==> config.mk <==
export PLATFORM = sky130hd
export DESIGN_NAME = bp_nonsynth_stall_histogram
export DESIGN_NICKNAME = d
export VERILOG_FILES = /design/src/rtl/bp_nonsynth_stall_histogram.sv
export SDC_FILE = /design/constraint.sdc
export NUM_CORES = 2
export LEC_CHECK = 0
export CORE_ASPECT_RATIO = 1.4
export CORE_MARGIN = 8
export CORE_UTILIZATION = 55
export CTS_BUF_LIST = sky130_fd_sc_hd__clkbuf_2
export DETAILED_ROUTE_END_ITERATION = 10
export PLACE_DENSITY = 0.71
export SYNTH_ARGS = -nofsm -noshare
export SYNTH_HDL_FRONTEND = slang
export SYNTH_SLANG_ARGS = --single-unit
==> constraint.sdc <==
create_clock -name clk_i -period 10.4 [get_ports clk_i]
set_input_delay 2.08 -clock clk_i [delete_from_list [all_inputs] [get_ports clk_i]]
set_output_delay 2.08 -clock clk_i [all_outputs]
set_load 0.01 [all_outputs]
==> src/rtl/bp_nonsynth_stall_histogram.sv <==
// bp_nonsynth_stall_histogram
// Bins the per-cycle stall-reason stream from the core profiler into one
// saturating counter per reason, plus instret and unknown bins, over fixed
// windows of enabled cycles. At each window end the bins are snapshotted and
// streamed out over a valid/ready dump port, one entry per beat.
// Optional feature: define BP_STALL_HIST_PRINT_EN to echo every transferred
// beat to the simulation log.
module bp_nonsynth_stall_histogram #(
  parameter int num_reasons_p = 21,
  parameter int cnt_width_p   = 32,
  parameter int window_p      = 1024,
  localparam int num_entries_lp = num_reasons_p + 2,
  localparam int idx_width_lp   = (num_entries_lp > 1) ? $clog2(num_entries_lp) : 1
) (
  input  logic                    clk_i,
  input  logic                    reset_li,
  input  logic                    en_i,
  input  logic                    instret_i,
  input  logic                    stall_v_i,
  input  logic [4:0]              stall_reason_i,
  input  logic                    flush_i,
  input  logic                    dump_ready_i,
  output logic                    dump_v_o,
  output logic [idx_width_lp-1:0] dump_idx_o,
  output logic [cnt_width_p-1:0]  dump_count_o,
  output logic                    dump_last_o,
  output logic                    overflow_o,
  output logic [7:0]              dropped_o
);

  localparam int win_width_lp = (window_p > 1) ? $clog2(window_p) : 1;
  localparam logic [cnt_width_p-1:0]  cnt_max_lp     = '1;
  localparam logic [idx_width_lp-1:0] instret_idx_lp = idx_width_lp'(num_reasons_p);
  localparam logic [idx_width_lp-1:0] unknown_idx_lp = idx_width_lp'(num_reasons_p + 1);
  localparam logic [idx_width_lp-1:0] last_idx_lp    = idx_width_lp'(num_entries_lp - 1);
  localparam logic [win_width_lp-1:0] win_last_lp    = win_width_lp'(window_p - 1);

  typedef enum logic {
    e_idle,
    e_dump
  } state_e;

  state_e state_r, state_n;

  logic [cnt_width_p-1:0]  live_r [num_entries_lp];
  logic [cnt_width_p-1:0]  live_n [num_entries_lp];
  logic [cnt_width_p-1:0]  snap_r [num_entries_lp];
  logic [win_width_lp-1:0] win_r;
  logic [idx_width_lp-1:0] idx_r;
  logic [idx_width_lp-1:0] sel;
  logic [7:0]              dropped_r;
  logic                    overflow_r;
  logic                    sat_hit;
  logic                    win_end;
  logic                    beat_xfer;
  logic                    last_xfer;
  logic                    load_snap;
  logic                    clear_live;
  logic                    drop;

  assign dump_v_o     = (state_r == e_dump);
  assign dump_idx_o   = idx_r;
  assign dump_count_o = snap_r[idx_r];
  assign dump_last_o  = dump_v_o && (idx_r == last_idx_lp);
  assign overflow_o   = overflow_r;
  assign dropped_o    = dropped_r;

  // Pick exactly one bin per cycle: instret beats a stall, bad reasons go to unknown
  always_comb begin
    sel = unknown_idx_lp;
    if (instret_i)
      sel = instret_idx_lp;
    else if (stall_v_i && (32'(stall_reason_i) < 32'(num_reasons_p)))
      sel = idx_width_lp'(stall_reason_i);
  end

  // Saturating increment of the selected bin; flag any attempt past the top
  always_comb begin
    sat_hit = 1'b0;
    for (int i = 0; i < num_entries_lp; i++) begin
      live_n[i] = live_r[i];
      if (en_i && (sel == idx_width_lp'(i))) begin
        if (live_r[i] == cnt_max_lp)
          sat_hit = 1'b1;
        else
          live_n[i] = live_r[i] + cnt_width_p'(1);
      end
    end
  end

  // Window end, dump handshake and snapshot/drop decisions
  always_comb begin
    win_end    = en_i && (win_r == win_last_lp);
    beat_xfer  = dump_v_o && dump_ready_i;
    last_xfer  = beat_xfer && dump_last_o;
    load_snap  = ((state_r == e_idle) && (win_end || flush_i)) || (last_xfer && win_end);
    clear_live = win_end || ((state_r == e_idle) && flush_i);
    drop       = (state_r == e_dump) && win_end && !last_xfer;
  end

  // Next-state logic: a window ending on the final beat chains straight into a new dump
  always_comb begin
    state_n = state_r;
    case (state_r)
      e_idle: if (load_snap) state_n = e_dump;
      e_dump: begin
        if (load_snap)      state_n = e_dump;
        else if (last_xfer) state_n = e_idle;
      end
      default: state_n = e_idle;
    endcase
  end

  // State register
  always_ff @(posedge clk_i or negedge reset_li) begin
    if (!reset_li) state_r <= e_idle;
    else           state_r <= state_n;
  end

  // Dump index restarts on a fresh snapshot and advances only on a transfer
  always_ff @(posedge clk_i or negedge reset_li) begin
    if (!reset_li)      idx_r <= '0;
    else if (load_snap) idx_r <= '0;
    else if (beat_xfer) idx_r <= last_xfer ? '0 : idx_r + idx_width_lp'(1);
  end

  // Window counter counts enabled cycles and restarts at every window end
  always_ff @(posedge clk_i or negedge reset_li) begin
    if (!reset_li)       win_r <= '0;
    else if (clear_live) win_r <= '0;
    else if (en_i)       win_r <= win_r + win_width_lp'(1);
  end

  // Live bins accumulate and clear at window end; snapshot captures the final cycle too
  always_ff @(posedge clk_i or negedge reset_li) begin
    if (!reset_li) begin
      for (int i = 0; i < num_entries_lp; i++) begin
        live_r[i] <= '0;
        snap_r[i] <= '0;
      end
    end else begin
      for (int i = 0; i < num_entries_lp; i++) begin
        live_r[i] <= clear_live ? '0 : live_n[i];
        if (load_snap) snap_r[i] <= live_n[i];
      end
    end
  end

  // Sticky saturation flag and saturating count of windows lost while dumping
  always_ff @(posedge clk_i or negedge reset_li) begin
    if (!reset_li) begin
      overflow_r <= 1'b0;
      dropped_r  <= '0;
    end else begin
      if (sat_hit) overflow_r <= 1'b1;
      if (drop && (dropped_r != 8'hff)) dropped_r <= dropped_r + 8'd1;
    end
  end

`ifdef BP_STALL_HIST_PRINT_EN
  // Echo each transferred beat; the final beat also reports the status flags
  always @(posedge clk_i) begin
    if (reset_li && beat_xfer) begin
      $display("stall_hist idx=%0d count=%0d", dump_idx_o, dump_count_o);
      if (dump_last_o)
        $display("stall_hist overflow=%0d dropped=%0d", overflow_o, dropped_o);
    end
  end
`else
`endif

endmodule

* Yosys cells after proc, flatten, opt, wreduce, memory -nomap -nowiden
Cells that the tools add are included.
** Word-level totals
- Logic and storage cells :: 299
- Input bits :: 12
- Bits in registers :: 1497
- Output and inout port bits :: 48
** Operators by class
- Reductions and logical operators :: 41
- Order comparisons :: 2
- Add/subtract/negate cells :: 26
- Muxes and demuxes :: 129
- Bitwise gates (word level) :: 2
- Eq/ne operators :: 48
** Operator list (number)
- $mux 32 :: 71
- $add 32x1->32 const B :: 23
- $eq 32x32->1 const B :: 23
- $bmux 32 s5 :: 1
- $mux 1 :: 49
- $eq 5x4->1 const B :: 8
- $eq 5x5->1 const B :: 8
- $logic_and 1x1->1 :: 34
- $mux 5 :: 5
- $eq 5x3->1 const B :: 4
- $mux 10 :: 2
- $add 10x1->10 const B :: 1
- $eq 10x10->1 const B :: 1
- $eq 5x2->1 const B :: 2
- $add 8x1->8 const B :: 1
- $ne 8x8->1 const B :: 1
- $ge 6x6->1 const B :: 1
- $not 5->6 :: 1
- $add 5x1->5 const B :: 1
- $eq 5x1->1 const B :: 1
- $logic_not 5->1 :: 1
- $lt 5x5->1 const B :: 1
- $reduce_bool 2->1 :: 2
- $logic_or 1x1->1 :: 3
- other kinds (3) :: 3

* Depth between registers and ports, before layout
- Depth in word-level cells :: 51
- Depth in mapped cells :: 15
- Mapped depth without buffers :: 8

* Worst setup path before layout
No wires, ideal clock.
- Path type :: reg2out
- Start :: register idx_r[0], in the netlist dump_idx_o[0]
- End :: output port dump_count_o[17]
- Arrival :: 2372 ps
- Stages on the path, launching flop included :: 7
- Required time :: 8320 ps
- Setup slack :: 5948 ps
- Cell sequence :: dfrtp_1 > buf_2 > clkbuf_1 > buf_1 > mux4_2 > a221oi_1 > o22ai_1
** Between the ends
- Cells in the longest elaborated chain, start to end :: 4
** RTL lines
- start, declared :: RTL line 49 : logic [idx_width_lp-1:0] idx_r;
- start signal, assigned :: RTL line 124 : else if (beat_xfer) idx_r <= last_xfer ? '0 : idx_r + idx_width_lp'(1);
- $not 5->6 (implied by the code) :: RTL line 63 : assign dump_count_o = snap_r[idx_r];
- $bmux 32 s5 :: RTL line 63
- $mux 32 (implied by the code) (2 in a row) :: RTL line 63
- end, declared :: RTL line 25 : output logic [cnt_width_p-1:0] dump_count_o,
Every way passes these cells. The select of a mux whose other input is x is not followed.

* Final worst setup path
- Start :: register idx_r[0], in the netlist dump_idx_o[0]
- End :: output port dump_count_o[4]
Same word-level chain as after synthesis.

==> impl_metrics.json <==
{
  "switching_share_pct": 33.1,
  "die_x_um": 321,
  "core_area_mm2": 0.130,
  "holdBufCountCts": 0,
  "internal_power_mw": 7.99,
  "dp.cells": 8831,
  "tightest_slew_ns": 1.49,
  "port_buffers": 59,
  "grt_util_met1_pct": 36.8,
  "path_clk_slew_ns": 0.12,
  "max_freq_mhz": 118,
  "worstHoldPathType": "in2async",
  "r2r_start": "dump_idx_o[0]$_DFFE_PN0P_",
  "run_status": "finished, violations left",
  "die_area_mm2": 0.143,
  "numCtsBuffers": 370,
  "vias": 57200,
  "vias_per_cell": 6.05,
  "finClkSkew_ns": 0.131,
  "pre_cts_ws_ns": 3.84,
  "hold_viol_final": 0,
  "final_common_cell": "dfrtp_1",
  "finalCritPeriodShare_pct": 81.3,
  "yosysWarnings": 0,
  "initial_core_util_pct": 55.2,
  "syn_nets": 7408,
  "cp-start-kind": "flip-flop",
  "ff2ff_setup_slack_ns": 5.34,
  "final_cells": 9458,
  "io_pins": 60,
  "dpl-instance-area_mm2": 0.0738,
  "grt_pass1_vias": 56800,
  "vdd_drop_max_mv": 0.186,
  "max_slew_margin_pct": -0.831,
  "grtUsageMet2_pct": 50.2,
  "antenna_found_initial": 7,
  "rsz0062_at_grt": "no",
  "htreeDepth": 5,
  "p_switching_mw": 3.95,
  "reg2reg_depth": 9,
  "fp.dieH_um": 444,
  "cts_tree": "built",
  "clock-root-buffer": "clkbuf_2",
  "cts-resized-gates": 0,
  "async_flop_share_pct": 100,
  "cp_data_arrival_time_ns": 6.37,
  "clk_latency_ns": 1.77,
  "mostFrequentLayoutCells": "dfrtp_1 (1,494), nand2_1 (1,041), nor2_1 (965)",
  "cts.path.max_buffers": 4,
  "finalCriticalPeriod_ns": 8.45,
  "drv_cap": 1,
  "post_drt_wl_per_cell_um": 24.1,
  "pwr-share-clk_pct": 31.8,
  "drt-initial-drc-count": 5130,
  "num_rows": 157,
  "route.final.wire_length_mm": 228,
  "power.density_mw_per_mm2": 155,
  "critPathKind": "reg2out",
  "p_comb_share_pct": 17.1,
  "grt_max_degree": 257,
  "dp_hpwl_mm": 164,
  "ys_ff_latch": 1497,
  "cp_max_fo": 126,
  "gp_congestion": 1.01,
  "ys.flop_type": "dfrtp_1",
  "synth_cell_type_count": 83,
  "overflow": 0,
  "busiest_layer": "met2",
  "leakage_nw": 33.6,
  "slew_violations": 1,
  "required_ns": 8.32,
  "synth_edf_count": 0,
  "use_met3_pct": 7.33,
  "finalPower_mw": 11.9,
  "setup-tns-final_ns": 0,
  "final_nets": 7493,
  "fin_area_mm2": 0.0768,
  "postCtsSetupBuffers": 0,
  "violations": "max-capacitance violations, max-slew violations",
  "avgSynthCellArea_um2": 9.75,
  "grt.total_usage_pct": 31.9,
  "drive_gt1_share_pct": 9.92,
  "finalWorstSetupSlack_ns": 1.95,
  "crit_path_end_kind": "primary output",
  "r2r-end": "snap_r[694]$_DFFE_PN0N_",
  "cts.sinks": 1497,
  "grt_pass1_wl_mm": 347,
  "finalSetupViolCount": 0,
  "syn_inst": 7369,
  "drc": 0,
  "syn2layout_area_growth_pct": 6.94,
  "seqPwrFrac_pct": 51.2,
  "drt_pre_antenna_iters": 6,
  "synth.yosys.seq_area_share_pct": 52.1,
  "syn-cell-area_mm2": 0.0718,
  "antenna_left": 0
}
-- kinds of logic after synthesis --
logic type      Yosys count  share of synthesized area (%)
compound gates         1078                           8.74
xor+xnor                703                           8.57
fa+ha+maj                27                          0.470
buf+inv                 464                           2.54
flops                  1497                           52.1
mux                     288                           5.69
simple gates           3312                           21.8
-- per-layer routing --
metal	share of wire, %	routed length, um	vias to the layer above
li1	-	-	26200
met1	36	83000	28200
met2	47	106000	2216
met3	7.1	16100	672
met4	9.9	22500	4
met5	0.013	29	-
-- how the worst max path moves through the flow --
stage / start / endpoint / slack (ns) / cells after the start
3_3_place_gp: dump_idx_o[0]$_DFFE_PN0P_ / dump_count_o[20] / 3.88 / 6
6_report: dump_idx_o[0]$_DFFE_PN0P_ / dump_count_o[4] / 1.95 / 6
3_5_place_dp: dump_idx_o[0]$_DFFE_PN0P_ / dump_count_o[4] / 3.84 / 6
4_1_cts: dump_idx_o[0]$_DFFE_PN0P_ / dump_count_o[4] / 1.83 / 6
2_1_floorplan: dump_idx_o[0]$_DFFE_PN0P_ / dump_count_o[17] / 5.95 / 6
5_1_grt: dump_idx_o[0]$_DFFE_PN0P_ / dump_count_o[19] / 1.58 / 6
-- per-stage QoR --
step	utilization [%]	hold slack (ns)
floorplan	-	0.445
global placement	56.6	0.456
detailed placement	56.6	0.465
CTS	59.0	0.0398
global route	59.0	0.174
finish	59.0	0.307
-- critical path: stages (launching register included) --
cell and delay [ns]:
dfrtp_4 0.80, buf_12 0.62, buf_4 0.63, mux4_2 0.59
a221oi_1 0.82, o22ai_1 0.26, clkdlybuf4s50_1 0.58
-- final cells by class --
class / instances / area (um^2)
well taps: 1749 / 2190
multi-input cells: 5408 / 32600
clock buffers: 504 / 2520
flip-flops and latches: 1497 / 37500
repair buffers: 122 / 1260
fillers: 11400 / 53400
diodes: 6 / 15.0
clock inverters: 117 / 517
inverters: 55 / 206
-- power by group through the flow --
stage	combinational, mW	sequential [mW]	clock (mW)
final	2.04	6.10	3.79
after global routing	2.15	6.12	4.17
after CTS	2.01	6.10	3.88
after detailed placement	2.00	6.21	0
after global placement	1.98	6.21	0
after floorplan	1.23	6.12	0
-- sequential cells by signal, summed over array words and instances (netlist names) --
register / count
live_r: 736
dropped_o: 8
snap_r: 736
win_r: 10
dump_idx_o: 5
dump_v_o: 1
overflow_o: 1
-- synth_stat cells, drive strengths merged, types with 27 or more instances --
library cell / count / share of area (%)
a21oi: 33 / 0.23
a221oi: 97 / 1.2
and2: 55 / 0.48
and3: 130 / 1.1
and4: 97 / 1.2
buf: 84 / 0.55
clkbuf: 325 / 1.7
dfrtp: 1497 / 52
ha: 27 / 0.47
inv: 55 / 0.29
mux2i: 189 / 2.6
mux4: 96 / 3.0
nand2: 1041 / 5.4
nand3: 301 / 2.1
nand4: 327 / 2.9
nor2: 966 / 5.1
nor3: 165 / 1.3
nor4: 103 / 0.94
o211ai: 39 / 0.41
o21a: 33 / 0.34
o21ai: 766 / 5.3
o22ai: 36 / 0.31
xnor2: 342 / 4.2
xor2: 361 / 4.4
Note: power is estimated with default switching activity, not from simulation.
